--- src/rtl/niu_sio_rsp_pkg.sv ---
// Shared constants, FSM state type, response record and parity helper for the
// SIU->NIU DMA-response receiver.
package niu_sio_rsp_pkg;

  localparam int HDR_W     = 128;
  localparam int BEAT_W    = 128;
  localparam int NUM_BEATS = 4;
  localparam int PAR_W     = 8;
  localparam int LANE_W    = BEAT_W / PAR_W;
  localparam int DATA_W    = BEAT_W * NUM_BEATS;

  typedef enum logic [1:0] {
    ST_IDLE = 2'd0,
    ST_GAP  = 2'd1,
    ST_BEAT = 2'd2
  } state_t;

  typedef struct packed {
    logic [HDR_W-1:0]  hdr;
    logic [DATA_W-1:0] data;
    logic              has_data;
    logic              par_err;
  } rsp_t;

  // A lane is bad when its data-plus-parity XOR disagrees with the chosen sense.
  function automatic logic lane_par_err(input logic [BEAT_W-1:0] d,
                                        input logic [PAR_W-1:0]  p,
                                        input logic              odd);
    logic err;
    err = 1'b0;
    for (int i = 0; i < PAR_W; i++) begin
      err = err | ((^d[i*LANE_W +: LANE_W]) ^ p[i] ^ odd);
    end
    return err;
  endfunction

endpackage

--- src/rtl/niu_sio_rsp_fifo.sv ---
// DEPTH-entry valid/ready buffer of response records; head reads as zero when
// the buffer is empty.
module niu_sio_rsp_fifo
  import niu_sio_rsp_pkg::*;
#(
  parameter int DEPTH = 2
) (
  input  logic clk,
  input  logic rst_n,
  input  logic push,
  input  rsp_t push_data,
  output logic full,
  input  logic pop,
  output logic vld,
  output rsp_t head
);

  localparam int AW = (DEPTH > 1) ? $clog2(DEPTH) : 1;

  rsp_t           mem [DEPTH];
  logic [AW-1:0]  wr_ptr;
  logic [AW-1:0]  rd_ptr;
  logic [AW:0]    cnt;
  logic           wr_en;
  logic           rd_en;

  assign full  = (cnt == (AW+1)'(DEPTH));
  assign vld   = (cnt != '0);
  assign rd_en = pop && vld;
  // A full buffer can still take a push when the head leaves in the same cycle.
  assign wr_en = push && (!full || rd_en);
  assign head  = vld ? mem[rd_ptr] : '0;

  always_ff @(posedge clk or negedge rst_n) begin
    if (!rst_n) begin
      wr_ptr <= '0;
      rd_ptr <= '0;
      cnt    <= '0;
    end else begin
      if (wr_en) wr_ptr <= AW'(wr_ptr + 1);
      if (rd_en) rd_ptr <= AW'(rd_ptr + 1);
      case ({wr_en, rd_en})
        2'b10:   cnt <= (AW+1)'(cnt + 1);
        2'b01:   cnt <= (AW+1)'(cnt - 1);
        default: cnt <= cnt;
      endcase
    end
  end

  always_ff @(posedge clk) begin
    if (wr_en) mem[wr_ptr] <= push_data;
  end

endmodule

--- src/rtl/niu_sio_rsp_rcv.sv ---
// NIU receiver for SIU DMA responses: captures header plus optional 4-beat
// payload, checks lane parity, and buffers whole packets, dropping on overflow.
module niu_sio_rsp_rcv
  import niu_sio_rsp_pkg::*;
#(
  parameter int DEPTH   = 2,
  parameter int PAR_ODD = 1
) (
  input  logic                iol2clk,
  input  logic                arst_l,
  input  logic                sio_niu_hdr_vld,
  input  logic                sio_niu_datareq,
  input  logic [BEAT_W-1:0]   sio_niu_data,
  input  logic [PAR_W-1:0]    sio_niu_parity,
  output logic                rsp_vld,
  input  logic                rsp_rdy,
  output logic [HDR_W-1:0]    rsp_hdr,
  output logic [DATA_W-1:0]   rsp_data,
  output logic                rsp_has_data,
  output logic                rsp_par_err,
  output logic                drop_pls,
  output logic                proto_err_pls,
  output logic [7:0]          drop_cnt
);

  localparam logic ODD = (PAR_ODD != 0);

  state_t                             state;
  state_t                             state_nxt;
  logic [1:0]                         beat_cnt;
  logic [HDR_W-1:0]                   hdr_q;
  logic [NUM_BEATS-2:0][BEAT_W-1:0]   beat_q;
  logic                               err_q;
  logic                               cyc_err;
  logic                               push;
  rsp_t                               push_rec;
  logic                               full;
  logic                               pop;
  logic                               drop;
  rsp_t                               head;

  assign cyc_err = lane_par_err(sio_niu_data, sio_niu_parity, ODD);
  assign pop     = rsp_vld && rsp_rdy;
  assign drop    = push && full && !pop;

  always_comb begin
    state_nxt     = state;
    proto_err_pls = 1'b0;
    push          = 1'b0;
    push_rec      = '0;
    case (state)
      ST_IDLE: begin
        if (sio_niu_hdr_vld) begin
          if (sio_niu_datareq) begin
            state_nxt = ST_GAP;
          end else begin
            push             = 1'b1;
            push_rec.hdr     = sio_niu_data;
            push_rec.par_err = cyc_err;
          end
        end
      end
      ST_GAP: begin
        proto_err_pls = sio_niu_hdr_vld;
        state_nxt     = ST_BEAT;
      end
      ST_BEAT: begin
        proto_err_pls = sio_niu_hdr_vld;
        // The last beat goes straight into the record rather than via beat_q.
        if (beat_cnt == 2'd3) begin
          push              = 1'b1;
          push_rec.hdr      = hdr_q;
          push_rec.data     = {sio_niu_data, beat_q};
          push_rec.has_data = 1'b1;
          push_rec.par_err  = err_q | cyc_err;
          state_nxt         = ST_IDLE;
        end
      end
      default: state_nxt = ST_IDLE;
    endcase
  end

  always_ff @(posedge iol2clk or negedge arst_l) begin
    if (!arst_l) begin
      state    <= ST_IDLE;
      beat_cnt <= 2'd0;
      hdr_q    <= '0;
      beat_q   <= '0;
      err_q    <= 1'b0;
      drop_pls <= 1'b0;
      drop_cnt <= 8'd0;
    end else begin
      state    <= state_nxt;
      drop_pls <= drop;
      if (drop && (drop_cnt != 8'hFF)) drop_cnt <= drop_cnt + 8'd1;
      if ((state == ST_IDLE) && sio_niu_hdr_vld) begin
        hdr_q    <= sio_niu_data;
        err_q    <= cyc_err;
        beat_cnt <= 2'd0;
      end
      if (state == ST_BEAT) begin
        if (beat_cnt != 2'd3) beat_q[beat_cnt] <= sio_niu_data;
        err_q    <= err_q | cyc_err;
        beat_cnt <= beat_cnt + 2'd1;
      end
    end
  end

  niu_sio_rsp_fifo #(
    .DEPTH(DEPTH)
  ) u_fifo (
    .clk       (iol2clk),
    .rst_n     (arst_l),
    .push      (push),
    .push_data (push_rec),
    .full      (full),
    .pop       (pop),
    .vld       (rsp_vld),
    .head      (head)
  );

  assign rsp_hdr      = head.hdr;
  assign rsp_data     = head.data;
  assign rsp_has_data = head.has_data;
  assign rsp_par_err  = head.par_err;

endmodule
--- config.mk ---
export PLATFORM = sky130hd
export DESIGN_NAME = niu_sio_rsp_rcv
export DESIGN_NICKNAME = d
export VERILOG_FILES = /design/src/rtl/niu_sio_rsp_pkg.sv /design/src/rtl/niu_sio_rsp_fifo.sv /design/src/rtl/niu_sio_rsp_rcv.sv
export SDC_FILE = /design/constraint.sdc
export NUM_CORES = 2
export LEC_CHECK = 0
export ABC_AREA = 1
export BUFFER_PORTS_ARGS = -buffer_cell sky130_fd_sc_hd__clkbuf_2
export CAP_MARGIN = 15
export CORE_MARGIN = 4
export CORE_UTILIZATION = 50
export DETAILED_ROUTE_END_ITERATION = 6
export PLACE_DENSITY = 0.7
export SLEW_MARGIN = 20
export SYNTH_ARGS = -nofsm -noshare
export SYNTH_HDL_FRONTEND = slang
export SYNTH_SLANG_ARGS = --single-unit
--- constraint.sdc ---
create_clock -name iol2clk -period 40.7 [get_ports iol2clk]
set_clock_uncertainty 0.2 [all_clocks]
set_input_delay 6.105 -clock iol2clk [delete_from_list [all_inputs] [get_ports iol2clk]]
set_output_delay 6.105 -clock iol2clk [all_outputs]
set_load 0.02 [all_outputs]
[Yosys cells after proc, flatten, opt, wreduce, memory -nomap -nowiden]
Memories as Yosys holds them, arrays and structs flattened.
Cells that the tools add are included.
Storage, ports and cells
  register bits: 530
  RAM bits: 1284
  output and inout bits: 653
  logic and storage cells: 110
  memories: 1
Memories
  u_fifo.mem: words 2, width 642, rd ports 1, clocked after memory_dff 0, wr ports 1, RTL line niu_sio_rsp_fifo.sv:20  | rsp_t mem [DEPTH];
Operators by class
  add/sub/neg operators: 6
  magnitude comparators: 2
  equal/unequal tests: 11
  mux-type cells: 28
  bitwise operators: 24
  reductions and logical operators: 26
Operator list (count)
  $mux 642: 2
  $mux 513: 1
  $bwmux 384: 1
  $mux 128: 3
  $demux 128 s2: 1
  $pmux 128 s2: 1
  $reduce_xor 16->1: 8
  $mux 1: 10
  $mux 2: 5
  $add 8x1->8 const B: 1
  $eq 2x2->1 const B: 4
  $logic_and 1x1->1: 8
  $ne 2x2->1 const B: 4
  $ne 8x8->1 const B: 1
  $not 1->1: 8
  $or 1x1->1: 8
  $xor 1x1->1: 8
  $pmux 2 s3: 1
  $reduce_bool 2->1: 3
  $add 2x1->2 const B: 2
  $eq 2x1->1 const B: 2
  $pmux 1 s2: 2
  $pmux 2 s2: 1
  $lt 2x3->1 const B: 1
  9 further kinds: 11

[Longest topological paths before layout]
  depth after elaboration: 13
  depth in mapped cells: 16

[Cells and area by module]
A second synthesis with hierarchy kept.
Unflattened totals
  cells, all modules: 7071
  area, all modules: 74189.9 um^2
Modules (own cells, without submodules)
  niu_sio_rsp_fifo: times used 1, cells each 3457, area each 48046.1 um^2
  niu_sio_rsp_rcv: times used 1, cells each 3614, area each 26143.8 um^2

[Worst setup path before layout]
OpenSTA, ideal clock, no wires.
  path kind: input to register
  from: in sio_niu_hdr_vld
  to: mem u_fifo.mem[1][0] (netlist name), enable pin
  library setup time: 1.664 ns
  arrival time: 33.014 ns
  data required time: 38.836 ns
  slack: 5.822 ns
  stages: 4
  buffers on the path: 0
  cells stage by stage: nand2_2 > o21ai_4 > nand2_1 > nor2_1
Between the ends
  word-level cells in the longest chain between the ends: 5
Ends and longest elaborated chain
  from (decl): RTL line niu_sio_rsp_rcv.sv:11  | input logic sio_niu_hdr_vld,
  $mux 1: RTL line niu_sio_rsp_rcv.sv:53  | if (sio_niu_hdr_vld) begin
  $pmux 1 s2: RTL line niu_sio_rsp_rcv.sv:51  | case (state)
  $logic_and 1x1->1: RTL line niu_sio_rsp_fifo.sv:31  | assign wr_en = push && (!full || rd_en);
  $mux 1: RTL line niu_sio_rsp_fifo.sv:51  | if (wr_en) mem[wr_ptr] <= push_data;
  $mux 1 (implied by the code): RTL line niu_sio_rsp_fifo.sv:51
  to (decl): RTL line niu_sio_rsp_fifo.sv:20
No other way between the ends.

[Worst setup path after layout]
  from: in sio_niu_hdr_vld
  to: out proto_err_pls
Between the ends
  word-level cells in the longest chain between the ends: 1
Ends and longest elaborated chain
  $mux 1: RTL line niu_sio_rsp_rcv.sv:51
  to (decl): RTL line niu_sio_rsp_rcv.sv:22  | output logic proto_err_pls,
No other way between the ends.

==> metrics.yaml <==
status: "complete, no violations"
vdd.ir_drop.worst_mv: 0.0607
final-hold-violation-count: 0
synth_seq_area_share_pct: 70.0
relSlewSlack_pct: 15.0
crit_buf_inv: 3
path_class: "in2out"
drc: 0
met3_usage_pct: 4.80
cpMostUsedCell: "clkbuf_2"
synthAdderAreaFrac_pct: 0.152
met2_usage_pct: 40.5
final-setup-viol-count: 0
synthMuxAreaShare_pct: 0
finalSetupTns_ns: 0
crit_family: "buffers and inverters"
die_x_um: 393
cts_resized: 0
grt_overflow_total: 0
maxCapViolCount: 0
postCtsSetupBuffers: 0
ant_nets: 0
critical_path.startpoint_type: "input port"
synthTopCellsByArea: "edfxtp_1 (52%), dfrtp_1 (18%), nand2_1 (11%)"
synth_cells: 7089
clkTransAtPathRegs_ns: 0.06
yosysWarningCount: 0
fillers: 12000
hold_class: "reg2reg"
crit_required_ns: 34.39
grt_pass1_vias: 51200
min_path_cells: 2
multi_input_area_um2: 18000
io-pin-count: 794
firstDrtPassIters: 6
synth_top_family_by_area: "simple AND/OR/NAND/NOR gates"
holdPathEnd: "beat_q[270]"
period_needed_ns: 12.85
power_density_nw_per_um2: 79.4
r2r_slack_ns: 34.86
core_area_um2: 146000
tightest_slew_ns: 1.27
insertion_delay_ns: 0.80
num_vias: 53300
dp_slack_ns: 27.83
holdWs_ns: 0.281
dp_hpwl_um: 123000
min_from: "beat_q[270]"
area_growth_pct: 16.0
synthDistinctLibCells: 26
r2r-end: "u_fifo.mem[0][27]"
grt_max_degree: 232
clockBufferDepth: 3
worst_ep_arrival_time_ns: 6.55
end_kind: "output port"
rsz0062_at_grt: "false"
wl_um: 206000
final_layout_size_suffix_gt1_share_pct: 14.9
rows: 140
start_util_pct: 50.6
synth.ff_latch_count: 1814
placement.io_buffers: 793
layout_common_cells: "nand2_1 (2200), edfxtp_1 (1284), clkbuf_2 (791)"
min_period_over_period_pct: 31.6
max_stage_delay_ns: 0.16
synth_compound_area_share_pct: 8.98
antenna_found_initial: 31
cts_buffers: 183
grt_usage_pct: 26.0
gp_congestion: 0.841
root_buffer: "clkbuf_16"
htree_levels: 4
r2r_cells: 10
grt_pass1_wl_um: 306000
busiest_layer: "met2"
avgRoutedWirePerCell_um: 20.9
drt_iter0_markers: 5404
p_leak_nw: 37.1
cts_tree: "yes"
ctsHoldBuffers: 0
syn_area_um2: 74100
layout_setup_ws_ns: 27.85
maxSlewViolCount: 0
grtUsageMet1_pct: 35.8
avgSynthCellArea_um2: 10.4
critPathSlowestCell: "clkbuf_2"
die-height_um: 393
syn_nets: 7239
fin_nets: 7862
register_area_um2: 51800
total_power_w: 0.00682
synth-simple-area-share_pct: 14.4
yosysTopAreaCellShare_pct: 52.1
crit_start: "sio_niu_hdr_vld"
path_cells: "clkbuf_2 -> nand2_1 -> inv_1 -> clkbuf_2"
crit_fanout: 3
final_common_cell: "nand2_1"
r2r_start: "state[0]"
avgViaCountPerCell: 5.42
fmax_mhz: 77.8
synth_xor_area_share_pct: 0.745
die_area_um2: 154000
clock-sinks: 1814
yosysTopAreaCell: "edfxtp_1"
[logic make-up after synthesis]
kind of cell | Yosys count
xor+xnor | 63
fa+ha+maj | 9
simple gates | 2801
buf+inv | 1107
compound gates | 1295
flops | 1814
[layer usage]
| layer | share of wire [%] | vias to the layer above |
|---|---|---|
| li1 | - | 24600 |
| met1 | 40 | 26000 |
| met2 | 47 | 2322 |
| met3 | 8.5 | 352 |
| met4 | 4.0 | 10 |
| met5 | 0.029 | - |
[layout make-up]
class | count | share of cell area (%)
antenna | 33 | 0.0961
inverter | 696 | 3.06
tap | 1917 | 2.79
multi-input combinational | 4168 | 21.0
clock inverter | 93 | 1.25
timing repair buffer | 849 | 5.43
clock buffer | 254 | 6.07
sequential | 1814 | 60.3
[cells in the mapped netlist (all sizes together)]
| master | instances |
|---|---|
| o22ai | 128 |
| xor2 | 30 |
| edfxtp | 1284 |
| nor2 | 538 |
| nand3 | 50 |
| xnor2 | 33 |
| buf | 134 |
| inv | 696 |
| nor3 | 3 |
| ha | 9 |
| nand2 | 2206 |
| nand4 | 4 |
| a21oi | 646 |
| dfrtp | 530 |
| clkbuf | 277 |
| o21ai | 521 |
[per-stage QoR]
stage | instances | instance area (µm²) | utilization, %
after detailed placement | 9438 | 79400 | 54.2
after CTS | 9785 | 85700 | 58.5
final | 9824 | 85900 | 58.7
after floorplan | 7089 | 74100 | -
after global placement | 9438 | 79400 | 54.2
after global routing | 9814 | 85900 | 58.6
[flip-flops by register name, summed over array words and instances (netlist names), 2 cells and up]
register and count:
u_fifo.mem 1284, beat_q 384, hdr_q 128, drop_cnt 8
beat_cnt 2, state 2, u_fifo.cnt 2
[worst reg2reg max path, stage by stage, from the launching register on]
cell     delay [ns]
dfrtp_1        0.38
inv_1          0.10
ha_1           0.37
nand2_8        0.46
o21ai_4        0.29
nand2_1        0.19
nor2_4         0.14
buf_12         0.72
buf_4          0.81
buf_4          0.84
buf_4          0.93
[how the worst max path moves through the flow]
stage	cells after the start	to	slack (ns)
2_1_floorplan	4	u_fifo.mem[1][0]	5.82
3_3_place_gp	4	proto_err_pls	27.83
3_5_place_dp	4	proto_err_pls	27.83
4_1_cts	4	proto_err_pls	27.83
5_1_grt	4	proto_err_pls	27.82
6_report	4	proto_err_pls	27.85
[power breakdown]
| part | internal, W | switching [W] | total [W] |
|---|---|---|---|
| Clock | 0.00101 | 0.000716 | 0.00173 |
| Combinational | 0.000629 | 0.00186 | 0.00249 |
| Sequential | 0.00244 | 0.000164 | 0.00260 |
Power figures use the tool's default switching activity.
